<file path="config.mk">
export PLATFORM = sky130hd
export DESIGN_NAME = riscv_control_unit
export DESIGN_NICKNAME = d
export VERILOG_FILES = /design/src/rtl/riscv_control_unit.sv
export SDC_FILE = /design/constraint.sdc
export NUM_CORES = 1
export LEC_CHECK = 0
export CAP_MARGIN = 40
export CORE_MARGIN = 5
export CORE_UTILIZATION = 43
export DETAILED_ROUTE_END_ITERATION = 10
export HOLD_SLACK_MARGIN = 0.12
export PLACE_DENSITY_LB_ADDON = 0.1
export SLEW_MARGIN = 20
export SYNTH_ARGS = -nofsm -noshare
export SYNTH_HDL_FRONTEND = slang
export SYNTH_SLANG_ARGS = --single-unit
</file>
<file path="constraint.sdc">
create_clock -name clk -period 3.75 [get_ports clk]
set_clock_uncertainty 0.2 [all_clocks]
set_input_delay 0.75 -clock clk [delete_from_list [all_inputs] [get_ports clk]]
set_output_delay 0.75 -clock clk [all_outputs]
set_load 0.05 [all_outputs]
</file>
<file path="src/rtl/riscv_control_unit.sv">
`default_nettype none
// ============================================================================
// Module   : riscv_control_unit
// Purpose  : RV32I-subset main/ALU decoder with registered control outputs.
//            Optional abs instruction (custom-0) enabled by CONTROLLER_ABS_EN.
// Revision : 1.0 - initial release
// ============================================================================
module riscv_control_unit (
  input  logic       clk,
  input  logic       rst,
  input  logic [6:0] opcode,
  input  logic [2:0] func3,
  input  logic [6:0] func7,
  input  logic       zero,
  input  logic       bge,
  input  logic       lt,
  output logic [1:0] PCSrc,
  output logic [1:0] ResultSrc,
  output logic       MemWrite,
  output logic [2:0] ALUControl,
  output logic       ALUSrc1,
  output logic [1:0] ALUSrc2,
  output logic [2:0] ImmSrc,
  output logic       RegWrite,
  output logic       Abs_src
);

  localparam logic [6:0] OP_R    = 7'd51;
  localparam logic [6:0] OP_I    = 7'd19;
  localparam logic [6:0] OP_LW   = 7'd3;
  localparam logic [6:0] OP_SW   = 7'd35;
  localparam logic [6:0] OP_BR   = 7'd99;
  localparam logic [6:0] OP_JAL  = 7'd111;
  localparam logic [6:0] OP_JALR = 7'd103;
  localparam logic [6:0] OP_LUI  = 7'd55;
  localparam logic [6:0] OP_ABS  = 7'd11;

  localparam logic [2:0] ALU_ADD  = 3'b000;
  localparam logic [2:0] ALU_SUB  = 3'b001;
  localparam logic [2:0] ALU_AND  = 3'b010;
  localparam logic [2:0] ALU_OR   = 3'b011;
  localparam logic [2:0] ALU_XOR  = 3'b100;
  localparam logic [2:0] ALU_SLT  = 3'b101;
  localparam logic [2:0] ALU_SLTU = 3'b110;

  logic [1:0] pc_src_d;
  logic [1:0] result_src_d;
  logic       mem_write_d;
  logic [2:0] alu_ctrl_d;
  logic       alu_src1_d;
  logic [1:0] alu_src2_d;
  logic [2:0] imm_src_d;
  logic       reg_write_d;
  logic       abs_src_d;
  logic       illegal;
  logic       taken;

  always_comb begin
    pc_src_d     = 2'b00;
    result_src_d = 2'b00;
    mem_write_d  = 1'b0;
    alu_ctrl_d   = ALU_ADD;
    alu_src1_d   = 1'b0;
    alu_src2_d   = 2'b00;
    imm_src_d    = 3'b000;
    reg_write_d  = 1'b0;
    abs_src_d    = 1'b0;
    illegal      = 1'b0;
    taken        = 1'b0;

    unique case (opcode)
      OP_R: begin
        reg_write_d = 1'b1;
        case (func3)
          3'd0: begin
            if (func7 == 7'd0)       alu_ctrl_d = ALU_ADD;
            else if (func7 == 7'd32) alu_ctrl_d = ALU_SUB;
            else                     illegal    = 1'b1;
          end
          3'd7:    alu_ctrl_d = ALU_AND;
          3'd6:    alu_ctrl_d = ALU_OR;
          3'd4:    alu_ctrl_d = ALU_XOR;
          3'd2:    alu_ctrl_d = ALU_SLT;
          3'd3:    alu_ctrl_d = ALU_SLTU;
          default: illegal    = 1'b1;
        endcase
      end
      OP_I: begin
        reg_write_d = 1'b1;
        alu_src2_d  = 2'b01;
        case (func3)
          3'd0:    alu_ctrl_d = ALU_ADD;
          3'd4:    alu_ctrl_d = ALU_XOR;
          3'd6:    alu_ctrl_d = ALU_OR;
          3'd2:    alu_ctrl_d = ALU_SLT;
          3'd3:    alu_ctrl_d = ALU_SLTU;
          default: illegal    = 1'b1;
        endcase
      end
      OP_LW: begin
        reg_write_d  = 1'b1;
        alu_src2_d   = 2'b01;
        result_src_d = 2'b01;
      end
      OP_SW: begin
        mem_write_d = 1'b1;
        alu_src2_d  = 2'b01;
        imm_src_d   = 3'b001;
      end
      OP_BR: begin
        imm_src_d  = 3'b010;
        alu_ctrl_d = ALU_SUB;
        case (func3)
          3'd0:    taken   = zero;
          3'd1:    taken   = ~zero;
          3'd4:    taken   = lt;
          3'd5:    taken   = bge;
          default: illegal = 1'b1;
        endcase
        pc_src_d = taken ? 2'b01 : 2'b00;
      end
      OP_JAL: begin
        pc_src_d     = 2'b01;
        imm_src_d    = 3'b011;
        result_src_d = 2'b10;
        reg_write_d  = 1'b1;
      end
      OP_JALR: begin
        if (func3 == 3'd0) begin
          pc_src_d     = 2'b10;
          alu_src2_d   = 2'b01;
          result_src_d = 2'b10;
          reg_write_d  = 1'b1;
        end else begin
          illegal = 1'b1;
        end
      end
      OP_LUI: begin
        imm_src_d    = 3'b100;
        result_src_d = 2'b11;
        reg_write_d  = 1'b1;
      end
`ifdef CONTROLLER_ABS_EN
      OP_ABS: begin
        if (func3 == 3'd0) begin
          reg_write_d = 1'b1;
          abs_src_d   = 1'b1;
        end else begin
          illegal = 1'b1;
        end
      end
`endif
      default: illegal = 1'b1;
    endcase

    // Any illegal encoding collapses to a full NOP so nothing reaches state.
    if (illegal) begin
      pc_src_d     = 2'b00;
      result_src_d = 2'b00;
      mem_write_d  = 1'b0;
      alu_ctrl_d   = ALU_ADD;
      alu_src1_d   = 1'b0;
      alu_src2_d   = 2'b00;
      imm_src_d    = 3'b000;
      reg_write_d  = 1'b0;
      abs_src_d    = 1'b0;
    end
  end

  always_ff @(posedge clk) begin
    if (rst) begin
      PCSrc      <= 2'b00;
      ResultSrc  <= 2'b00;
      MemWrite   <= 1'b0;
      ALUControl <= 3'b000;
      ALUSrc1    <= 1'b0;
      ALUSrc2    <= 2'b00;
      ImmSrc     <= 3'b000;
      RegWrite   <= 1'b0;
      Abs_src    <= 1'b0;
    end else begin
      PCSrc      <= pc_src_d;
      ResultSrc  <= result_src_d;
      MemWrite   <= mem_write_d;
      ALUControl <= alu_ctrl_d;
      ALUSrc1    <= alu_src1_d;
      ALUSrc2    <= alu_src2_d;
      ImmSrc     <= imm_src_d;
      RegWrite   <= reg_write_d;
      Abs_src    <= abs_src_d;
    end
  end

endmodule
`default_nettype wire

</file>
==> Word level (Yosys, flattened, before mapping) <==
Cells that the tools add are included.
{ "classes": {"mux": 24, "eq_ne": 16, "bitwise": 1, "reduce_logical": 9} }
{ "op_table": {"columns": ["cell", "n"], "rows": [
  ["7-bit by 6-bit == test with 1-bit output, second input constant", 4],
  ["3-bit one-hot mux with 4 select lines", 2],
  ["7-bit == test, second input constant", 3],
  ["3-bit one-hot mux with 6 select lines", 1],
  ["5-bit OR reduction", 3],
  ["3-bit == test, second input constant", 4],
  ["1-bit 2-to-1 mux", 12],
  ["3-bit one-hot mux with 3 select lines", 1],
  ["2-bit one-hot mux with 4 select lines", 1],
  ["4-bit OR reduction", 2],
  ["7-bit by 2-bit == test with 1-bit output, second input constant", 1],
  ["7-bit by 5-bit == test with 1-bit output, second input constant", 1],
  ["7-bit zero test", 1],
  ["3-bit by 2-bit == test with 1-bit output, second input constant", 2],
  ["1-bit one-hot mux with 2 select lines", 3],
  ["2-bit one-hot mux with 3 select lines", 1],
  ["1-bit one-hot mux with 5 select lines", 1],
  ["1-bit one-hot mux with 4 select lines", 1],
  ["3-bit by 1-bit == test with 1-bit output, second input constant", 1],
  ["3-bit zero test", 1],
  ["3-bit OR reduction", 1],
  ["2-bit 2-to-1 mux", 1],
  ["2-bit OR reduction", 1],
  ["1-bit NOT", 1]
]} }
{ "totals": {"in_bits": 22, "wordCells": 57, "reg_bits": 14, "output_inout_bits": 16} }

==> Logic depth before layout (Yosys ltp) <==
Gate-level depths: netlist of run 1.
{ "depth": {"ltp_word": 6, "depth_mapped": 7, "mapped_depth_nobuf": 5} }

==> Worst setup path after synthesis of run 1 <==
No wires, ideal clock.
{ "synth_path": {"path_type": "input-to-reg", "startpoint": "input port opcode[6]", "endpoint": "register ALUSrc2[0]", "path_stages": 7, "t_required_ns": 3.417, "arrival_time_ns": 1.775, "setup_ns": 0.133, "slack_ns": 1.641, "path_cell_list": "buf_6 or2b_1 nor4_1 nor3_1 nand2_2 buf_6 nor4_2"} }
{ "synth_via": {"elab_chain_cells": 4, "elab_cells_between_ends": 13} }
{ "synth_rtl": {"columns": ["item", "line", "source"], "rows": [
  ["start, declared", "11", "input logic [6:0] opcode,"],
  ["7-bit by 6-bit == test with 1-bit output (tied with other cells)", "71", "unique case (opcode)"],
  ["4-bit OR reduction (no source line)", null, null],
  ["1-bit one-hot mux with 5 select lines", "71", null],
  ["2-bit OR reduction (no source line)", null, null],
  ["end signal, assigned", "187", "ALUSrc2 <= alu_src2_d;"],
  ["end, declared", "22", "output logic [1:0] ALUSrc2,"]
]} }
Several ways; a longest one is shown, not always the timed one.
A chain may end at the register's enable or synchronous reset.

==> Worst setup path in the final report of run 1 <==
{ "layout_path": {"startpoint": "input port opcode[3]", "endpoint": "register ALUControl[0]"} }
{ "layout_via": {"elab_chain_cells": 4, "elab_cells_between_ends": 12} }
{ "layout_rtl": {"columns": ["item", "line", "source"], "rows": [
  ["7-bit by 6-bit == test with 1-bit output (tied with other cells)", "71", null],
  ["4-bit OR reduction (no source line)", null, null],
  ["1-bit one-hot mux with 5 select lines", "71", null],
  ["2-bit OR reduction (no source line)", null, null],
  ["end signal, assigned", "185", "ALUControl <= alu_ctrl_d;"],
  ["end, declared", "20", "output logic [2:0] ALUControl,"]
]} }
Several ways; a longest one is shown, not always the timed one.

==> results.tsv, run 1 <==
stage	metric	value	unit
setup_path	cp-start-kind	input pin	
logic_synthesis	synth_ff_type	dfxtp_1	
run	drv_cap	0	
route	drcViolationCount	0	
cts	cts_sinks	13	
sta	final-hold-violation-count	0	
logic_synthesis	syn_inst	90	
final_layout	layout.nets	145	
route	firstDrtPassIters	4	
setup_path	crit_family	simple AND/OR/NAND/NOR gates	
setup_path	path_cells	clkdlybuf4s50_1 -> nand4bb_1 -> nor4_1 -> nor3_1 -> nand2_2 -> a2111oi_1	
placement	hpwlAfterDp	1.57	mm
final_layout	fin_cells	147	
global_routing	grtUsageTotal	0.153	
route	drt-total-wl	1.93	mm
setup_path	cp.required	3.69	ns
final_layout	diodes	0	
global_routing	grt_max_degree	15	
placement	postPlaceCellArea	0.00113	mm²
logic_synthesis	seq_area_frac_synth	0.320	
sta	whs	0.967	ns
logic_synthesis	synth_top_family_by_area	simple AND/OR/NAND/NOR gates	
sta	finalCritPeriodShare	0.744	
pwr	internal_power	0.212	mW
cts	post_cts_buffers	0	
final_layout	final_util	0.655	
route	drtAntennaViolNets	0	
global_routing	grt_pass1_wl	3.15	mm
setup_path	crit_path_end_kind	register	
global_routing	grt_pass1_vias	710	
pwr	netSwitchingPower	0.0820	mW
floorplanning	ios	38	
logic_synthesis	yosysWarnings	0	
sta	final_max_slew_viol_count	0	
route	drtIter0Drc	14	
logic_synthesis	synth_xor_area_frac	0.0215	
pwr	p_leak	0.404	nW
pwr	clkPwrFrac	0.276	
floorplanning	fp-row-count	15	
route	routed_via_density	5.23	
final_layout	design_area	0.00116	mm²
final_layout	syn2layout_area_growth	41.9	%
sta	clock.fmax	359	MHz
sta	fin_crit	2.79	ns
cts	cts_tree	built	
logic_synthesis	synth_compound_area_frac	0.141	
placement	dp.cells	143	
floorplanning	die_x	53.5	µm
setup_path	crit_buf_inv	1	
route	post_drt_wl_per_cell	13.1	µm
final_layout	final_common_cell	clkdlybuf4s50_1	
floorplanning	start_util	0.462	
cts	htree_levels	1	
placement	port_buffers	34	
logic_synthesis	avgSynthCellArea	9.05	µm²
logic_synthesis	synthSimpleGateAreaFrac	0.404	
setup_path	crit_end	ALUControl[0]	
setup_path	critical_path_class	input pin to register	
logic_synthesis	synth_mux_area_frac	0.0123	
pwr	seqPwrFrac	0.472	
sta	max_slew_margin	0.661	
final_layout	drive_gt1_frac	0.148	
setup_path	critPathArrivalTime	2.73	ns
setup_path	crit_start	opcode[3]	
cts	numCtsBuffers	3	
pwr	combPwrFrac	0.252	
logic_synthesis	ys_types	41	
placement	gp_congestion	0.887	
sta	tns	0	ns
logic_synthesis	synthArstFlopShare	0	
cts	post_cts_resized	0	
sta	setup_violations	0	
cts	cts_buffer_depth	2	
global_routing	grt_antenna_before_repair	0	
final_layout	final_cell_mix	34 x clkdlybuf4s50_1, 13 x dfxtp_1, 9 x nor2_1, 5 x nand2_1, 5 x nor4_2	
cts	cts_root_buffer	clkbuf_4	
outcome	status	complete, no violations	
sta	rsz0062_at_grt	no	
final_layout	fillCellCount	168	
sta	worstMarginPinSlew	0.507	ns
setup_path	crit_slowest_cell	clkdlybuf4s50_1	
logic_synthesis	synth_seq_cells	13	
setup_path	crit_cells	6	
pwr	power.density	254	mW/mm²
floorplanning	die_y	53.5	µm
setup_path	max_stage_delay	0.75	ns
pwr	switching_share	0.279	
logic_synthesis	synth_fa_ha_area_frac	0	
logic_synthesis	synth_edf_count	0	
logic_synthesis	syn_area	815	µm²
floorplanning	coreArea	0.00176	mm²
cts	postCtsHoldBufs	0	
global_routing	grt_overflow	0	
floorplanning	die_area	0.00286	mm²
setup_path	path_max_fanout	12	
worst_hold_path	hold_path.class	input pin to register	
route	vias	769	
pwr	ir_drop	99.7	µV
cts	path_clk_slew	0.07	ns
-- final cells by class --
cell class                 instances  area, µm²  area share
tap                               25       31.3      0.0271
clock buffer                       4       26.3      0.0227
multi-input combinational         67        483       0.418
timing repair buffer              34        340       0.294
inverter                           4       15.0      0.0130
sequential                        13        260       0.225
-- kinds of logic after synthesis --
family / Yosys count
AOI/OAI and AO/OA: 16
xor gates and xnor gates: 2
buffers and inverters: 12
DFF: 13
muxes: 1
other: 1
and+or+nand+nor: 45
-- sequential cells by signal (all words and copies together) (netlist names) --
register	count
ALUControl	3
ImmSrc	3
PCSrc	2
ResultSrc	2
ALUSrc2	1
MemWrite	1
RegWrite	1
-- worst min path at each step --
stage	start	end	slack [ns]	depth (start not counted)
2_1_floorplan	func3[2]	ALUControl[2]	0.72	2
3_3_place_gp	opcode[1]	ResultSrc[1]	1.24	3
3_5_place_dp	opcode[1]	ResultSrc[1]	1.25	3
4_1_cts	opcode[1]	ResultSrc[1]	0.96	3
5_1_grt	opcode[0]	ResultSrc[1]	1.01	3
6_report	opcode[0]	ResultSrc[1]	0.97	3
-- per-stage QoR --
| stage | setup WS [ns] | power [mW] |
|---|---|---|
| finish | 0.961 | 0.294 |
| detailed placement | 0.712 | 0.215 |
| global placement | 0.839 | 0.215 |
| CTS | 0.992 | 0.297 |
| global route | 0.750 | 0.312 |
| floorplan | 1.64 | 0.188 |
-- metal layers --
metal,up-vias,track usage,share of wire
met4,0,0.0894,0.017
met2,33,0.255,0.48
met1,342,0.174,0.42
met5,-,0,0
met3,4,0.0394,0.085
li1,390,-,-
-- power by group through the flow --
stage          clock (mW)  combinational (mW)  sequential, mW
2_1_floorplan           0              0.0432           0.145
3_3_place_gp            0              0.0725           0.142
3_5_place_dp            0              0.0733           0.142
4_1_cts            0.0843              0.0736           0.139
5_1_grt            0.0937              0.0792           0.139
6_report           0.0810              0.0742           0.139
-- synthesized netlist by cell type (2+ instances only) --
master | instances | area, µm²
nor4_2 | 5 | 62.6
nand2b_1 | 2 | 12.5
nor3_2 | 2 | 20.0
nand2_1 | 5 | 18.8
buf_6 | 3 | 33.8
a21oi_1 | 4 | 20.0
nand3_1 | 3 | 15.0
nor3_1 | 3 | 15.0
clkbuf_1 | 2 | 7.51
dfxtp_1 | 13 | 260
nor2_2 | 3 | 18.8
inv_1 | 4 | 15.0
buf_4 | 3 | 22.5
a2111oi_1 | 2 | 20.0
o21ai_0 | 2 | 10.0
nor2_1 | 9 | 33.8
Power figures use the tool's default switching activity.
==> inputs of run 2 (changes only) <==
- CORE_ASPECT_RATIO: not set -> 1.5
- CORE_UTILIZATION: 43 -> 36
- clock period: 3.75 -> 2.28 ns (I/O delays scaled with it)
==> results.tsv, run 2 (synthesis results as in run 1) <==
stage	metric	value	unit	change
sta	setup_violations	0		unchanged
route	routed_via_density	5.16		was 5.23
placement	hpwlAfterDp	1.85	mm	was 1.57 mm
final_layout	final_common_cell	clkdlybuf4s50_1		unchanged
cts	post_cts_resized	0		unchanged
sta	final_max_slew_viol_count	0		unchanged
route	drtIter0Drc	13		was 14
pwr	power.density	391	mW/mm²	was 254 mW/mm²
run	drv_cap	0		unchanged
worst_hold_path	hold_path.class	input pin to register		unchanged
route	firstDrtPassIters	7		was 4
sta	rsz0062_at_grt	no		unchanged
setup_path	cp-start-kind	input pin		unchanged
cts	cts_root_buffer	clkbuf_4		unchanged
route	post_drt_wl_per_cell	12.9	µm	was 13.1 µm
global_routing	grt_max_degree	13		was 15
cts	cts_buffer_depth	2		unchanged
sta	clock.fmax	482	MHz	
setup_path	critPathArrivalTime	2.02	ns	was 2.73 ns
pwr	clkPwrFrac	0.264		was 0.276
floorplanning	die_area	0.00333	mm²	was 0.00286 mm²
global_routing	grt_overflow	0		unchanged
cts	numCtsBuffers	3		unchanged
final_layout	fin_cells	164		was 147
cts	post_cts_buffers	0		unchanged
sta	fin_crit	2.07	ns	
placement	dp.cells	160		was 143
sta	fin_ws	0.207	ns	was 0.961 ns
pwr	finalPower	0.512	mW	was 0.294 mW
setup_path	cp.required	2.23	ns	was 3.69 ns
sta	final-hold-violation-count	0		unchanged
final_layout	diodes	0		unchanged
cts	path_clk_slew	0.07	ns	about the same
sta	finalCritPeriodShare	0.909		
setup_path	max_stage_delay	0.54	ns	was 0.75 ns
floorplanning	coreArea	0.00221	mm²	was 0.00176 mm²
final_layout	layout.nets	164		was 145
global_routing	grtUsageTotal	0.134		was 0.153
final_layout	final_util	0.593		was 0.655
final_layout	drive_gt1_frac	0.262		was 0.148
setup_path	path_cells	clkdlybuf4s50_1 -> nand4bb_1 -> nor4_1 -> nor3_1 -> nand2_2 -> a2111oi_1		unchanged
setup_path	path_max_fanout	4		was 12
floorplanning	die_y	68.3	µm	was 53.5 µm
global_routing	grt_pass1_vias	853		was 710
pwr	seqPwrFrac	0.446		was 0.472
cts	cts_sinks	13		unchanged
route	drtAntennaViolNets	0		unchanged
cts	cts_tree	built		unchanged
floorplanning	start_util	0.369		was 0.462
outcome	status	complete, no violations		unchanged
floorplanning	die_x	48.8	µm	was 53.5 µm
cts	htree_levels	1		unchanged
route	drcViolationCount	0		unchanged
pwr	combPwrFrac	0.290		was 0.252
pwr	internal_power	0.370	mW	was 0.212 mW
pwr	switching_share	0.277		was 0.279
setup_path	crit_path_end_kind	register		unchanged
setup_path	critical_path_class	input pin to register		unchanged
sta	worstMarginPinSlew	0.497	ns	was 0.507 ns
final_layout	final_cell_mix	34 x clkdlybuf4s50_1, 18 x buf_4, 13 x dfxtp_1, 9 x nor2_1		was 34 x clkdlybuf4s50_1, 13 x dfxtp_1, 9 x nor2_1, 5 x nand2_1, 5 x nor4_2
pwr	p_leak	0.499	nW	was 0.404 nW
placement	postPlaceCellArea	0.00128	mm²	was 0.00113 mm²
pwr	ir_drop	153	µV	was 99.7 µV
global_routing	grt_pass1_wl	3.53	mm	was 3.15 mm
floorplanning	fp-row-count	21		was 15
sta	max_slew_margin	0.667		was 0.661
placement	gp_congestion	0.880		was 0.887
cts	postCtsHoldBufs	0		unchanged
route	drt-total-wl	2.12	mm	was 1.93 mm
final_layout	top_regs	ALUControl (3), ImmSrc (3)		unchanged
floorplanning	ios	38		unchanged
final_layout	syn2layout_area_growth	60.7	%	was 41.9%
placement	pre_cts_ws	-0.0580	ns	was 0.712 ns
final_layout	fillCellCount	222		was 168
global_routing	grt_antenna_before_repair	0		unchanged
setup_path	crit_slowest_cell	clkdlybuf4s50_1		unchanged
pwr	netSwitchingPower	0.142	mW	was 0.0820 mW
placement	port_buffers	34		unchanged
final_layout	design_area	0.00131	mm²	was 0.00116 mm²
route	vias	846		was 769
-- run 2: worst paths after layout --
kind / startpoint / endpoint / slack [ns] / cells past startpoint
max: opcode[3] / ALUControl[0] / 0.21 / 6
min: opcode[1] / ResultSrc[1] / 0.67 / 3
-- run 2: cell type report --
| type | count | area [µm²] | share of cell area |
|---|---|---|---|
| Timing Repair Buffer | 53 | 495 | 0.379 |
| Multi-Input combinational cell | 67 | 483 | 0.369 |
| Sequential cell | 13 | 260 | 0.199 |
| Tap cell | 23 | 28.8 | 0.0220 |
| Clock buffer | 4 | 26.3 | 0.0201 |
| Inverter | 4 | 15.0 | 0.0115 |
-- run 2: metrics by stage --
step | hold slack [ns] | TNS, ns
detailed placement | 0.939 | -0.194
global placement | 0.950 | -0.114
global route | 0.698 | 0
floorplan | 0.427 | 0
finish | 0.671 | 0
CTS | 0.651 | 0
-- run 2: routing by layer --
metal | wire length (µm) | global-route usage
met5 | 0 | 0
met3 | 146 | 0.0109
met2 | 1160 | 0.275
met4 | 91 | 0.101
met1 | 720 | 0.119
-- run 2: power groups by stage --
stage	combinational (mW)	sequential (mW)	clock (mW)
2_1_floorplan	0.0711	0.238	0
3_3_place_gp	0.147	0.234	0
3_5_place_dp	0.148	0.234	0
4_1_cts	0.149	0.228	0.140
5_1_grt	0.160	0.228	0.149
6_report	0.148	0.228	0.135
-- run 2: critical path: cells and delay by family --
kind,cells,cell delay [ns]
simple gates,4,0.68
compound gates,1,0.35
buf+inv,1,0.54
